**config.mk**
```make
export PLATFORM = sky130hd
export DESIGN_NAME = fibo_index_flat
export DESIGN_NICKNAME = d
export VERILOG_FILES = /design/src/rtl/fibo_index_if.sv /design/src/rtl/fibo_index.sv /design/src/flat_wrapper.sv
export SDC_FILE = /design/constraint.sdc
export NUM_CORES = 1
export LEC_CHECK = 0
export ABC_AREA = 0
export CAP_MARGIN = 10
export CORE_UTILIZATION = 45
export DETAILED_ROUTE_END_ITERATION = 10
export GPL_ROUTABILITY_DRIVEN = 0
export PLACE_DENSITY = 0.74
export REMOVE_ABC_BUFFERS = 1
export SLEW_MARGIN = 10
export SYNTH_ARGS = -nofsm -noshare
export SYNTH_HDL_FRONTEND = slang
export SYNTH_SLANG_ARGS = --single-unit
export TNS_END_PERCENT = 20
```
**constraint.sdc**
```tcl
create_clock -name clock -period 5.3 [get_ports clock]
set_input_delay 0.53 -clock clock [delete_from_list [all_inputs] [get_ports clock]]
set_output_delay 0.53 -clock clock [all_outputs]
set_load 0.03 [all_outputs]
```
**src/rtl/fibo_index_if.sv**
```systemverilog
// Handshake bundle between a requester and the Fibonacci index search block.
interface fibo_index_if #(
  parameter int WIDTH   = 32,
  parameter int INDEX_W = 6
);
  logic               start;
  logic [WIDTH-1:0]   target;
  logic               busy;
  logic               done;
  logic               found;
  logic [INDEX_W-1:0] index;

  modport master (
    output start,
    output target,
    input  busy,
    input  done,
    input  found,
    input  index
  );

  modport slave (
    input  start,
    input  target,
    output busy,
    output done,
    output found,
    output index
  );
endinterface

```
**src/rtl/fibo_index.sv**
```systemverilog
// Inverse of the free-running Fibonacci generator: replays the recurrence
// one step per clock and reports the step at which the target value appears,
// is overtaken, or the next term would overflow WIDTH bits.
module fibo_index #(
  parameter int WIDTH   = 32,
  parameter int INDEX_W = 6
) (
  input  logic      clock,
  input  logic      reset,
  fibo_index_if.slave bus
);

  typedef enum logic {IDLE, SEARCH} state_t;

  state_t             state, state_nxt;
  logic [WIDTH-1:0]   prev, prev_nxt;
  logic [WIDTH-1:0]   cur, cur_nxt;
  logic [WIDTH-1:0]   tgt, tgt_nxt;
  logic [INDEX_W-1:0] cnt, cnt_nxt;
  logic               busy, busy_nxt;
  logic               done, done_nxt;
  logic               found, found_nxt;
  logic [INDEX_W-1:0] index, index_nxt;

  // Carry out of an unsigned WIDTH-bit add; marks the last representable term.
  function automatic logic carry_out(input logic [WIDTH-1:0] a,
                                     input logic [WIDTH-1:0] b);
    logic [WIDTH:0] s;
    s = {1'b0, a} + {1'b0, b};
    return s[WIDTH];
  endfunction

  // Next-state and result logic; every register holds unless updated below.
  always_comb begin
    state_nxt = state;
    prev_nxt  = prev;
    cur_nxt   = cur;
    tgt_nxt   = tgt;
    cnt_nxt   = cnt;
    busy_nxt  = busy;
    done_nxt  = 1'b0;
    found_nxt = found;
    index_nxt = index;
    case (state)
      IDLE: begin
        if (bus.start) begin
          tgt_nxt   = bus.target;
          prev_nxt  = '0;
          cur_nxt   = WIDTH'(1);
          cnt_nxt   = '0;
          busy_nxt  = 1'b1;
          state_nxt = SEARCH;
        end
      end
      SEARCH: begin
        // Equality is tested first so a target of 1 reports step 0, not 1.
        if (cur == tgt) begin
          found_nxt = 1'b1;
          index_nxt = cnt;
          done_nxt  = 1'b1;
          busy_nxt  = 1'b0;
          state_nxt = IDLE;
        end else if (cur > tgt) begin
          found_nxt = 1'b0;
          index_nxt = cnt;
          done_nxt  = 1'b1;
          busy_nxt  = 1'b0;
          state_nxt = IDLE;
        end else if (carry_out(cur, prev)) begin
          // Stop before the sum wraps, which could otherwise fake a match.
          found_nxt = 1'b0;
          index_nxt = cnt;
          done_nxt  = 1'b1;
          busy_nxt  = 1'b0;
          state_nxt = IDLE;
        end else begin
          prev_nxt = cur;
          cur_nxt  = cur + prev;
          cnt_nxt  = cnt + INDEX_W'(1);
        end
      end
      default: begin
        state_nxt = IDLE;
        busy_nxt  = 1'b0;
      end
    endcase
  end

  // State and datapath registers with asynchronous clear.
  always_ff @(posedge clock or posedge reset) begin
    if (reset) begin
      state <= IDLE;
      prev  <= '0;
      cur   <= WIDTH'(1);
      tgt   <= '0;
      cnt   <= '0;
      busy  <= 1'b0;
      done  <= 1'b0;
      found <= 1'b0;
      index <= '0;
    end else begin
      state <= state_nxt;
      prev  <= prev_nxt;
      cur   <= cur_nxt;
      tgt   <= tgt_nxt;
      cnt   <= cnt_nxt;
      busy  <= busy_nxt;
      done  <= done_nxt;
      found <= found_nxt;
      index <= index_nxt;
    end
  end

  assign bus.busy  = busy;
  assign bus.done  = done;
  assign bus.found = found;
  assign bus.index = index;

endmodule
```
**src/flat_wrapper.sv**
```systemverilog
// flat-port wrapper written by rule: the top's interface ports become plain ports
module fibo_index_flat 
#(
  parameter int WIDTH   = 32,
  parameter int INDEX_W = 6
)
  (clock, reset, bus_start, bus_target, bus_busy, bus_done, bus_found, bus_index);
  fibo_index_if #(.WIDTH(WIDTH), .INDEX_W(INDEX_W)) bus_i ();
  input  logic clock;
  input  logic reset;
  input wire logic [$bits(bus_i.start)-1:0] bus_start;
  input wire logic [$bits(bus_i.target)-1:0] bus_target;
  output wire logic [$bits(bus_i.busy)-1:0] bus_busy;
  output wire logic [$bits(bus_i.done)-1:0] bus_done;
  output wire logic [$bits(bus_i.found)-1:0] bus_found;
  output wire logic [$bits(bus_i.index)-1:0] bus_index;
  assign bus_i.start = bus_start;
  assign bus_i.target = bus_target;
  assign bus_busy = bus_i.busy;
  assign bus_done = bus_i.done;
  assign bus_found = bus_i.found;
  assign bus_index = bus_i.index;
  fibo_index #(.WIDTH(WIDTH), .INDEX_W(INDEX_W)) u_core (.clock(clock), .reset(reset), .bus(bus_i));
endmodule
```
=== Word level (Yosys, flattened, before mapping) ===
Index checks and enable logic that the tools add are counted.

* Add/sub/neg operators: 3
* $mul: 0
* Divide/modulo/power cells: 0
* $lt $le $gt $ge: 1
* Eq/ne operators: 6
* Shifts and indexed selects: 0
* Multiplexer cells: 33
* Bitwise operators: 1
* Reductions and logical operators: 5

{| class="wikitable"
|+ Operators with widths
! operator !! count
|-
| two-way mux 32 bit || 8
|-
| one-hot mux 32 bit (2 select lines) || 2
|-
| two-way mux 6 bit || 7
|-
| adder 32 x 32 -> 33 bit || 1
|-
| adder 32 bit || 1
|-
| == test 32 bit || 1
|-
| > comparator 32 bit || 1
|-
| two-way mux 1 bit || 13
|-
| one-hot mux 6 bit (2 select lines) || 1
|-
| != test 2 bit, second input constant || 4
|-
| adder 6 x 1 -> 6 bit, second input constant || 1
|-
| AND reduction 2 bit || 3
|-
| != test 4 bit, second input constant || 1
|-
| one-hot mux 1 bit (2 select lines) || 2
|-
| AND reduction 4 bit || 1
|-
| nonzero test 3 bit || 1
|-
| inverter 1 bit || 1
|}

* Register bits: 112
* Bits in latches: 0
* RAM bits: 0
* Bits in read-only memories: 0
* Output and inout bits: 9
* Logic and storage cells: 58
* Memories kept: 0

=== Longest topological paths before layout ===
Gate-level depths: netlist (run 1).

* Word-level depth: 5
* Depth in mapped cells: 12

=== Least setup slack after synthesis (run 1) ===
OpenSTA, ideal clock, no wires.

* Kind: register to register
* Start: register u_core.prev[0]
* End: register u_core.cnt[5]
* Library setup time: 121 ps
* Data arrival time: 2753 ps
* Setup slack: 2426 ps
* Cell stages (with the launch flop): 11
* Buffers on the path: 0
* Path through: dfrtp_1 -> ha_1 -> fa_1 -> a211oi_2 -> o2111ai_1 -> a21oi_2 -> a211o_1 -> o2111ai_1 -> or4_1 -> xnor2_1 -> a22o_1

* Word-level cells in the longest chain between the ends: 3

{| class="wikitable"
|+ RTL lines
! item !! line !! text
|-
| from (decl) || fibo_index.sv:16 || <nowiki>logic [WIDTH-1:0] prev, prev_nxt;</nowiki>
|-
| from (signal assigned) || fibo_index.sv:103 || <nowiki>prev <= prev_nxt;</nowiki>
|-
| adder 32 x 32 -> 33 bit || fibo_index.sv:29 || <nowiki>s = {1'b0, a} + {1'b0, b};</nowiki>
|-
| != test 2 bit (no source line) || n/a ||
|-
| AND reduction 4 bit (no source line) || n/a ||
|-
| to (signal assigned) || fibo_index.sv:106 || <nowiki>cnt <= cnt_nxt;</nowiki>
|-
| to (decl) || fibo_index.sv:19 || <nowiki>logic [INDEX_W-1:0] cnt, cnt_nxt;</nowiki>
|}

No other way between the ends.
A chain may end at the register's enable or synchronous reset.

=== Worst setup path after layout (run 1) ===
* Start: register u_core.prev[0]
* End: register u_core.cur[13]

* Word-level cells in the longest chain between the ends: 5

{| class="wikitable"
|+ RTL lines
! item !! line !! text
|-
| adder 32 bit || fibo_index.sv:78 || <nowiki>cur_nxt = cur + prev;</nowiki>
|-
| two-way mux 32 bit || fibo_index.sv:69 || <nowiki>end else if (carry_out(cur, prev)) begin</nowiki>
|-
| two-way mux 32 bit || fibo_index.sv:63 || <nowiki>end else if (cur > tgt) begin</nowiki>
|-
| two-way mux 32 bit || fibo_index.sv:57 || <nowiki>if (cur == tgt) begin</nowiki>
|-
| one-hot mux 32 bit (2 select lines) || fibo_index.sv:44 || <nowiki>case (state)</nowiki>
|-
| to (signal assigned) || fibo_index.sv:104 || <nowiki>cur <= cur_nxt;</nowiki>
|-
| to (decl) || fibo_index.sv:17 || <nowiki>logic [WIDTH-1:0] cur, cur_nxt;</nowiki>
|}

Parallel ways exist; a longest one is shown, timed or not. The select of a mux whose other input is x is not followed.

==> results of run 1 <==
==> flip-flops by register name, indices dropped and copies added, names as in the netlist <==
signal	cells
u_core.cur	32
u_core.prev	32
u_core.tgt	32
u_core.bus.index	6
u_core.cnt	6
u_core.bus.busy	1
u_core.bus.done	1
u_core.bus.found	1
u_core.state	1
==> per-stage QoR <==
stage / worst slack (ns) / instance area [sq um] / power, mW
2_1_floorplan: 0.8411 / 6684 / 2.996
3_3_place_gp: 1.609 / 7422 / 3.534
3_5_place_dp: 1.494 / 7422 / 3.590
4_1_cts: 1.448 / 7709 / 4.275
5_1_grt: 1.096 / 7709 / 4.622
6_report: 1.475 / 7709 / 4.254
==> metal layers <==
layer  part of all wire, %  vias to the layer above  wire (microns)
li1                      -                     2618               -
met1                    49                     2526            6962
met5                     0                        -               0
met3                   3.8                       15             535
met2                    45                       98            6436
met4                   1.9                        0             272
==> synth_stat cells (all sizes together), types with 4 or more instances <==
library cell,n
xor2,18
a211oi,5
a21o,22
nand2,103
o21ai,34
o21a,4
nor2,17
nor3,5
nand3,73
a31oi,5
o31ai,19
o211ai,5
a21oi,49
ha,65
buf,12
nand4,11
dfrtp,111
inv,39
mux2,39
clkbuf,19
xnor2,13
==> power breakdown <==
group	leakage, nW	switching, mW	internal (mW)
combinational	2.19	1.27	0.850
sequential	1.45	0.265	1.20
clock	0.139	0.309	0.358
==> worst max path at each step <==
stage | start | to | slack (ns) | cells past startpoint
3_5_place_dp | u_core.prev[0] | u_core.cur[12] | 1.49 | 10
6_report | u_core.prev[0] | u_core.cur[13] | 1.47 | 10
5_1_grt | u_core.prev[0] | u_core.cur[7] | 1.10 | 10
4_1_cts | u_core.prev[0] | u_core.cur[13] | 1.45 | 10
2_1_floorplan | u_core.prev[0] | u_core.cnt[4] | 0.84 | 10
3_3_place_gp | u_core.prev[0] | u_core.cur[11] | 1.61 | 11
==> cell type report <==
class	instances	area share, %
inverters	40	1.980
clock inverters	2	0.1623
repair buffers	49	6.330
multi-input cells	530	48.61
well taps	184	2.987
clock buffers	14	3.555
flip-flops and latches	112	36.37
==> worst max-delay path, stage by stage, from the launching register on <==
cell	delay (ns)
sky130_fd_sc_hd__dfrtp_1	0.38
sky130_fd_sc_hd__ha_1	0.22
sky130_fd_sc_hd__fa_1	0.45
sky130_fd_sc_hd__a211oi_2	0.25
sky130_fd_sc_hd__o2111ai_1	0.19
sky130_fd_sc_hd__a21oi_2	0.28
sky130_fd_sc_hd__a211o_1	0.18
sky130_fd_sc_hd__o2111a_2	0.25
sky130_fd_sc_hd__nand3_2	0.73
sky130_fd_sc_hd__buf_12	0.49
sky130_fd_sc_hd__o31ai_1	0.26
==> kinds of logic after synthesis <==
family | share of synthesized area, %
adder cells (fa/ha/maj) | 12.18
multiplexers | 7.244
XOR/XNOR | 3.969
flip-flops | 40.99
AND/OR/NAND/NOR | 14.89
buffers and inverters | 4.481
AO/OA/AOI/OAI | 16.24
==> impl_metrics.ini, run 1 <==
[placement]
dp_cells = 915
io_buffer_count = 43
place.detailed.hpwl_mm = 9.936

[worst_hold_path]
timing.hold.worst_path_depth = 1
worstHoldStart = u_core.tgt[19]
timing.hold.worst_endpoint = u_core.tgt[19]
hp-class = reg -> reg

[yosys]
synth-edff-count = 0
synth_ff_type = sky130_fd_sc_hd__dfrtp_1
synthDominantCellAreaShare_pct = 40.61
syn_area_sq_um = 6840
number_of_storage_elements_in_the_synthesis_netlist = 112
yosysSeqAreaShare_pct = 40.99
syn-instance-count = 713
post-synth-top-area-cell = sky130_fd_sc_hd__dfrtp_1
ys_top_cells_by_area = sky130_fd_sc_hd__dfrtp_1 41%, sky130_fd_sc_hd__ha_1 12%, sky130_fd_sc_hd__nand2_1 5.7%
synth_warnings = 0
asyncSetResetFlopFracSynth_pct = 100.0
synthDistinctLibCells = 56
avgSynthCellArea_sq_um = 9.594

[layout]
final_cell_mix = 111 x sky130_fd_sc_hd__dfrtp_1, 102 x sky130_fd_sc_hd__nand2_1, 72 x sky130_fd_sc_hd__nand3_1
area_delta_synth_final_pct = 12.69
seq_area_sq_um = 2804
fin_cells = 931
multi_input_area_sq_um = 3747
finalCoreUtilization_pct = 52.44
antennaDiodeCount = 0
proportion_of_layout_cells_with_a_drive_suffix_above_1_pct = 10.17
layout.cells.most_common = sky130_fd_sc_hd__dfrtp_1
fillers = 1309
fin_nets = 843

[floorplan]
die-area_sq_um = 15700
core_sq_um = 14700
die-width_microns = 125.3
rows = 44
floorplan.initialDensity_pct = 46.54
io_pins = 44
die_height_microns = 125.3

[clocking]
clk_pin_slew_worst_paths_ns = 0.07
cts.root.buffer_cell = sky130_fd_sc_hd__clkbuf_16
cts_hold_buffers = 0
clock_latency_ns = 0.36
numCtsBuffers = 9
post_cts_resize_count = 0
clockBufferDepth = 2
clock_sink_count = 112
post-cts-setup-buffer-count = 0
htree_num_levels = 3
cts_tree = built

[sta]
grt_setup_unrepaired = false
finalSetupViolations = 0
report.final.slew_viol_count = 0
timing.final.hold_violations = 0
slew_headroom_pct = 28.91
hold-worst-slack_ns = 0.5044
skew_ns = 0.009463
final_min_period_over_clock_period_pct = 72.17
max_slew.worst_pin.slew_ns = 1.065
maximum_clock_frequency_mhz = 261.4
finalCriticalPeriod_ns = 3.825
fin_tns_setup_ns = 0

[power_and_ir_drop]
worst_ir_drop_vdd_uv = 227.6
power_leakage_nw = 3.785
cellPowerDensity_nw_per_um2 = 551.8

[setup_path]
timing.critical_path.from_type = flop
worst-r2r-setup-slack_ns = 1.47
worstPathArrival_ns = 4.08
worst_setup_path_end_kind = flop
highest_fanout_seen_on_the_critical_path = 47
number_of_cells_on_the_worst_reg_to_reg_path = 10
crit_required_ns = 5.55
worstReg2RegEnd = u_core.cur[13]
worstReg2RegStart = u_core.prev[0]
path_class = reg -> reg

[status]
status = complete, but fails checks
failed_checks = design-rule violations

[route]
routed_len_inst_microns = 15.26
finalWirelength_mm = 14.21
post-route-drc-count = 2
ant_nets = 0
avgViaCountPerCell = 5.647
detail_route.first_pass.iterations = 7
detailroute.via_count = 5257
initialDrtViolationCount = 355

[global_routing]
grt_max_degree = 86
use_met1_pct = 27.26
grt_overflow_total = 0
grt.met3_usage_pct = 2.439
grt_first_pass_wirelength_mm = 24.63
grt_pass1_vias = 5080
grt_overall_usage_pct = 19.54
grt.busiest_layer = met2
grt_antenna_before_repair = 0
grtUsageMet2_pct = 30.76

[run]
drv_cap = 0
No activity file was read; power rests on OpenSTA's default activity.
==> run 2: changes to the inputs <==
Clock period 5.3 ns to 3.9 ns, I/O delays scaled along.
==> run 2 against run 1 <==
  * The run still ends with design-rule violations left
  * Highest routed layer unchanged
  * Hold slack is essentially flat
  * Utilization grew 0.24 points
  * Register-to-register slack worse by 0.72 ns
  * First-iteration DRC count increased by 2.8%
  * Via count shrank 0.32%
==> impl_metrics.ini, run 2 (synthesis gave the netlist of run 1 again) <==
[status]
status = complete, but fails checks
failed_checks = design-rule violations

[route]
detailroute.via_count = 5240
finalWirelength_mm = 14.07
met3WireLength_microns = 521
ant_nets = 0
top_signal_layer_used = met4
detail_route.first_pass.iterations = 8
routed_len_inst_microns = 15.08
post-route-drc-count = 2
avgViaCountPerCell = 5.616
wl_met1_mm = 6.977
route.met2.wl_mm = 6.269
initialDrtViolationCount = 365

[clocking]
post_cts_resize_count = 0
cts_tree = built
htree_num_levels = 3
clock_latency_ns = 0.36
post-cts-setup-buffer-count = 0
numCtsBuffers = 9
clockBufferDepth = 2
clock_sink_count = 112
cts_hold_buffers = 0
cts.root.buffer_cell = sky130_fd_sc_hd__clkbuf_16
clk_pin_slew_worst_paths_ns = 0.07

[worst_hold_path]
timing.hold.worst_path_depth = 2
worstHoldStart = u_core.prev[22]
hp-class = reg -> reg

[sta]
finalSetupViolations = 0
skew_ns = 0.007260
hold-worst-slack_ns = 0.5047
timing.final.hold_violations = 0
fin_tns_setup_ns = 0
maximum_clock_frequency_mhz = 317.8
grt_setup_unrepaired = false
max_slew.worst_pin.slew_ns = 1.025
report.final.slew_viol_count = 0
finalCriticalPeriod_ns = 3.146
slew_headroom_pct = 31.64
finalWorstSetupSlack_ns = 0.7537
final_min_period_over_clock_period_pct = 80.68

[layout]
proportion_of_layout_cells_with_a_drive_suffix_above_1_pct = 10.68
layout.cells.most_common = sky130_fd_sc_hd__dfrtp_1
reg.largest.list = u_core.cur (32), u_core.prev (32), u_core.tgt (32)
fin_nets = 845
antennaDiodeCount = 0
finalCoreUtilization_pct = 52.68
area_delta_synth_final_pct = 13.21
final_cell_mix = 111 x sky130_fd_sc_hd__dfrtp_1, 102 x sky130_fd_sc_hd__nand2_1, 72 x sky130_fd_sc_hd__nand3_1

[floorplan]
die-area_sq_um = 15700
core_sq_um = 14700
die_height_microns = 125.3
rows = 44
floorplan.initialDensity_pct = 46.54
die-width_microns = 125.3
io_pins = 44

[setup_path]
number_of_cells_on_the_worst_reg_to_reg_path = 10
worstReg2RegStart = u_core.prev[0]
crit_start = u_core.prev[0]
path_class = reg -> reg
worstPathArrival_ns = 3.40
crit_required_ns = 4.15
worst_setup_path_end_kind = flop
timing.critical_path.from_type = flop
highest_fanout_seen_on_the_critical_path = 4

[placement]
dp_slack_ns = 0.7945
io_buffer_count = 43
place.detailed.hpwl_mm = 9.838

[global_routing]
grt_first_pass_wirelength_mm = 24.21
grt_overflow_total = 0
grt_max_degree = 100
grt_antenna_before_repair = 0
grt_overall_usage_pct = 19.14
grt_pass1_vias = 4971

[power_and_ir_drop]
power_leakage_nw = 3.813
worst_ir_drop_vdd_uv = 397.7
totalPowerFinal_mw = 5.841
cellPowerDensity_nw_per_um2 = 754.3

[run]
drv_cap = 0
## run 2: worst paths after layout
kind	end	slack (ns)
worst max-delay path	u_core.cnt[5]	0.75
worst min-delay path	u_core.prev[22]	0.50
worst max register to register	u_core.cnt[5]	0.75
worst min register to register	u_core.prev[22]	0.50
max in group asynchronous	u_core.tgt[13]	2.45
min in group asynchronous	u_core.tgt[29]	0.64
## run 2: layer usage
metal  vias up  track usage (%)
li1       2616                -
met3        15            3.380
met1      2519            26.60
met4         0            8.537
met5         -                0
met2        90            29.25
## run 2: worst max-delay path: stages, from the launching register on
cell and delay (ns):
sky130_fd_sc_hd__dfrtp_1 0.38, sky130_fd_sc_hd__ha_1 0.22, sky130_fd_sc_hd__fa_1 0.44, sky130_fd_sc_hd__a211oi_2 0.26, sky130_fd_sc_hd__o2111ai_1 0.19, sky130_fd_sc_hd__a21oi_2 0.28, sky130_fd_sc_hd__a211o_1 0.19, sky130_fd_sc_hd__o2111ai_1 0.16
sky130_fd_sc_hd__or4_1 0.56, sky130_fd_sc_hd__xnor2_1 0.14, sky130_fd_sc_hd__a22o_1 0.22
## run 2: cell type report
type                       instances  area [sq um]
clock buffer                      11         252.7
multi-input combinational        530          3747
fill                            1312          6955
sequential                       112          2804
clock inverter                     5         53.80
tap                              184         230.2
timing repair buffer              51         503.0
inverter                          40         152.6
## run 2: through the flow
step	instances	area (sq um)
floorplan	682	6684
global placement	917	7437
detailed placement	917	7437
CTS	933	7744
global route	933	7744
finish	933	7744
## run 2: where the power goes
group          internal [mW]  switching, mW
Sequential              1.64          0.354
Clock                  0.533          0.430
Combinational           1.15           1.74
Total                   3.32           2.52
==> run 3: changes to the inputs <==
Clock period 3.9 ns to 3 ns, I/O delays scaled along.
==> run 3 against run 2 <==
  * The run still ends with design-rule violations left
  * Worst setup slack worse by 0.68 ns
  * Routed wire length rose by 4.2%
  * Critical endpoint is now u_core.bus.index[4]
  * Largest cell class unchanged
  * Utilization grew 1.9 points
  * Die area did not move
  * Critical path depth shrank 3
  * Count of clock-buffer cells in the layout is 1 higher
==> impl_metrics.ini, run 3 (synthesis gave the netlist of run 1 again) <==
[status]
status = complete, but fails checks
failed_checks = design-rule violations

[route]
routed_len_inst_microns = 15.29
detail_route.first_pass.iterations = 9
detailroute.via_count = 5303
ant_nets = 0
avgViaCountPerCell = 5.530
post-route-drc-count = 2
initialDrtViolationCount = 372
finalWirelength_mm = 14.66

[global_routing]
grt_antenna_before_repair = 0
grt_max_degree = 56
grt_pass1_vias = 5192
grt_first_pass_wirelength_mm = 25.10
grt.met3_usage_pct = 3.637
grt_overflow_total = 0
grtUsageMet2_pct = 30.89
use_met1_pct = 27.24
grt_overall_usage_pct = 19.76
grt.busiest_layer = met2

[placement]
io_buffer_count = 43
dp_slack_ns = 0.08273
dp_cells = 940
place.detailed.hpwl_mm = 10.45

[clocking]
numCtsBuffers = 9
clk_pin_slew_worst_paths_ns = 0.07
cts_hold_buffers = 0
cts.root.buffer_cell = sky130_fd_sc_hd__clkbuf_16
clock_sink_count = 112
htree_num_levels = 3
cts_tree = built
clock_latency_ns = 0.36
clockBufferDepth = 2

[setup_path]
critical-path-top-delay-family = compound AO/OA/AOI/OAI gates
worst_setup_path_end_kind = flop
worst-r2r-setup-slack_ns = 0.07
worstReg2RegEnd = u_core.bus.index[4]
crit_required_ns = 3.24
path_class = reg -> reg
worstPathArrival_ns = 3.17
timing.critical_path.from_type = flop
critical_path.slowest_cell = sky130_fd_sc_hd__or4_4
worstReg2RegStart = u_core.cur[19]
critical_path.max_stage_delay_ns = 0.60
cells_traversed_along_the_worst_timing_path = ha_1 -> nand4_1 -> or4_4 -> a2111o_1 -> o2111a_2 -> a21oi_4 -> mux2_4
crit_buf_inv = 0
number_of_cells_on_the_worst_reg_to_reg_path = 7
highest_fanout_seen_on_the_critical_path = 9

[sta]
hold-worst-slack_ns = 0.3152
fin_tns_setup_ns = 0
maximum_clock_frequency_mhz = 341.6
grt_setup_unrepaired = true
slew_headroom_pct = 68.46
finalCriticalPeriod_ns = 2.928
report.final.slew_viol_count = 0
finalSetupViolations = 0
max_slew.worst_pin.slew_ns = 0.4730
skew_ns = 0.005638
finalWorstSetupSlack_ns = 0.07221
timing.final.hold_violations = 0
final_min_period_over_clock_period_pct = 97.59

[layout]
proportion_of_layout_cells_with_a_drive_suffix_above_1_pct = 13.94
antennaDiodeCount = 0
seq_area_sq_um = 2804
multi_input_area_sq_um = 3766
reg.largest.list = u_core.cur (32), u_core.prev (32), u_core.tgt (32)
final_cell_mix = 111 x sky130_fd_sc_hd__dfrtp_1, 102 x sky130_fd_sc_hd__nand2_1, 72 x sky130_fd_sc_hd__nand3_1
layout.cells.most_common = sky130_fd_sc_hd__dfrtp_1
area_delta_synth_final_pct = 17.25
fillers = 1306
fin_cells = 959
fin_nets = 871

[power_and_ir_drop]
worst_ir_drop_vdd_uv = 471.9
cellPowerDensity_nw_per_um2 = 994.9
totalPowerFinal_mw = 7.979
power_leakage_nw = 3.958

[floorplan]
rows = 44
floorplan.initialDensity_pct = 46.54
io_pins = 44
die-width_microns = 125.3
die-area_sq_um = 15700
die_height_microns = 125.3
core_sq_um = 14700

[worst_hold_path]
hp-class = in -> async

[run]
drv_cap = 0
[run 3: cell count changes in the layout (fill, tap and decap cells not counted), sizes merged]
cell	before	now
clkinvlp	0	1
clkinv	4	2
clkbuf	11	12
buf	8	34
[run 3: metrics by stage]
step           util, %  instance area, sq um
2_1_floorplan        -                  6684
3_3_place_gp     52.11                  7660
3_5_place_dp     52.11                  7660
4_1_cts          54.21                  7968
5_1_grt          54.56                  8020
6_report         54.56                  8020
[run 3: how the worst max path moves through the flow]
stage                    from                  end  slack, ns  depth (start not counted)
2_1_floorplan  u_core.prev[0]        u_core.cnt[4]      -1.46                         10
3_3_place_gp    u_core.cur[0]        u_core.cnt[5]       0.11                         10
3_5_place_dp   u_core.prev[0]        u_core.cnt[5]       0.08                         10
4_1_cts        u_core.prev[0]        u_core.cnt[5]       0.03                         10
5_1_grt        u_core.cur[25]        u_core.cnt[5]      -0.02                          9
6_report       u_core.cur[19]  u_core.bus.index[4]       0.07                          7
[run 3: power breakdown]
group | switching [mW] | internal, mW
clock | 0.553 | 0.696
sequential | 0.462 | 2.13
combinational | 2.36 | 1.78
total | 3.37 | 4.60
[run 3: layout make-up]
cell class | count | share of cell area, %
timing repair buffer | 77 | 9.470
tap | 184 | 2.871
multi-input combinational | 530 | 46.96
clock inverter | 4 | 0.6396
clock buffer | 12 | 3.198
sequential | 112 | 34.96
inverter | 40 | 1.903
[run 3: metal layers]
metal	wire (microns)	vias up
met2	6468	71
met4	387	0
met3	406	25
li1	-	2669
met5	0	-
met1	7397	2538
[run 3: what timing repair did]
| item | 4_1_cts | 5_1_grt |
|---|---|---|
| setup buffers | 0 | 3 |
| setup endpoints to repair | 0 | 49 |
| gates resized for setup | 0 | 7 |
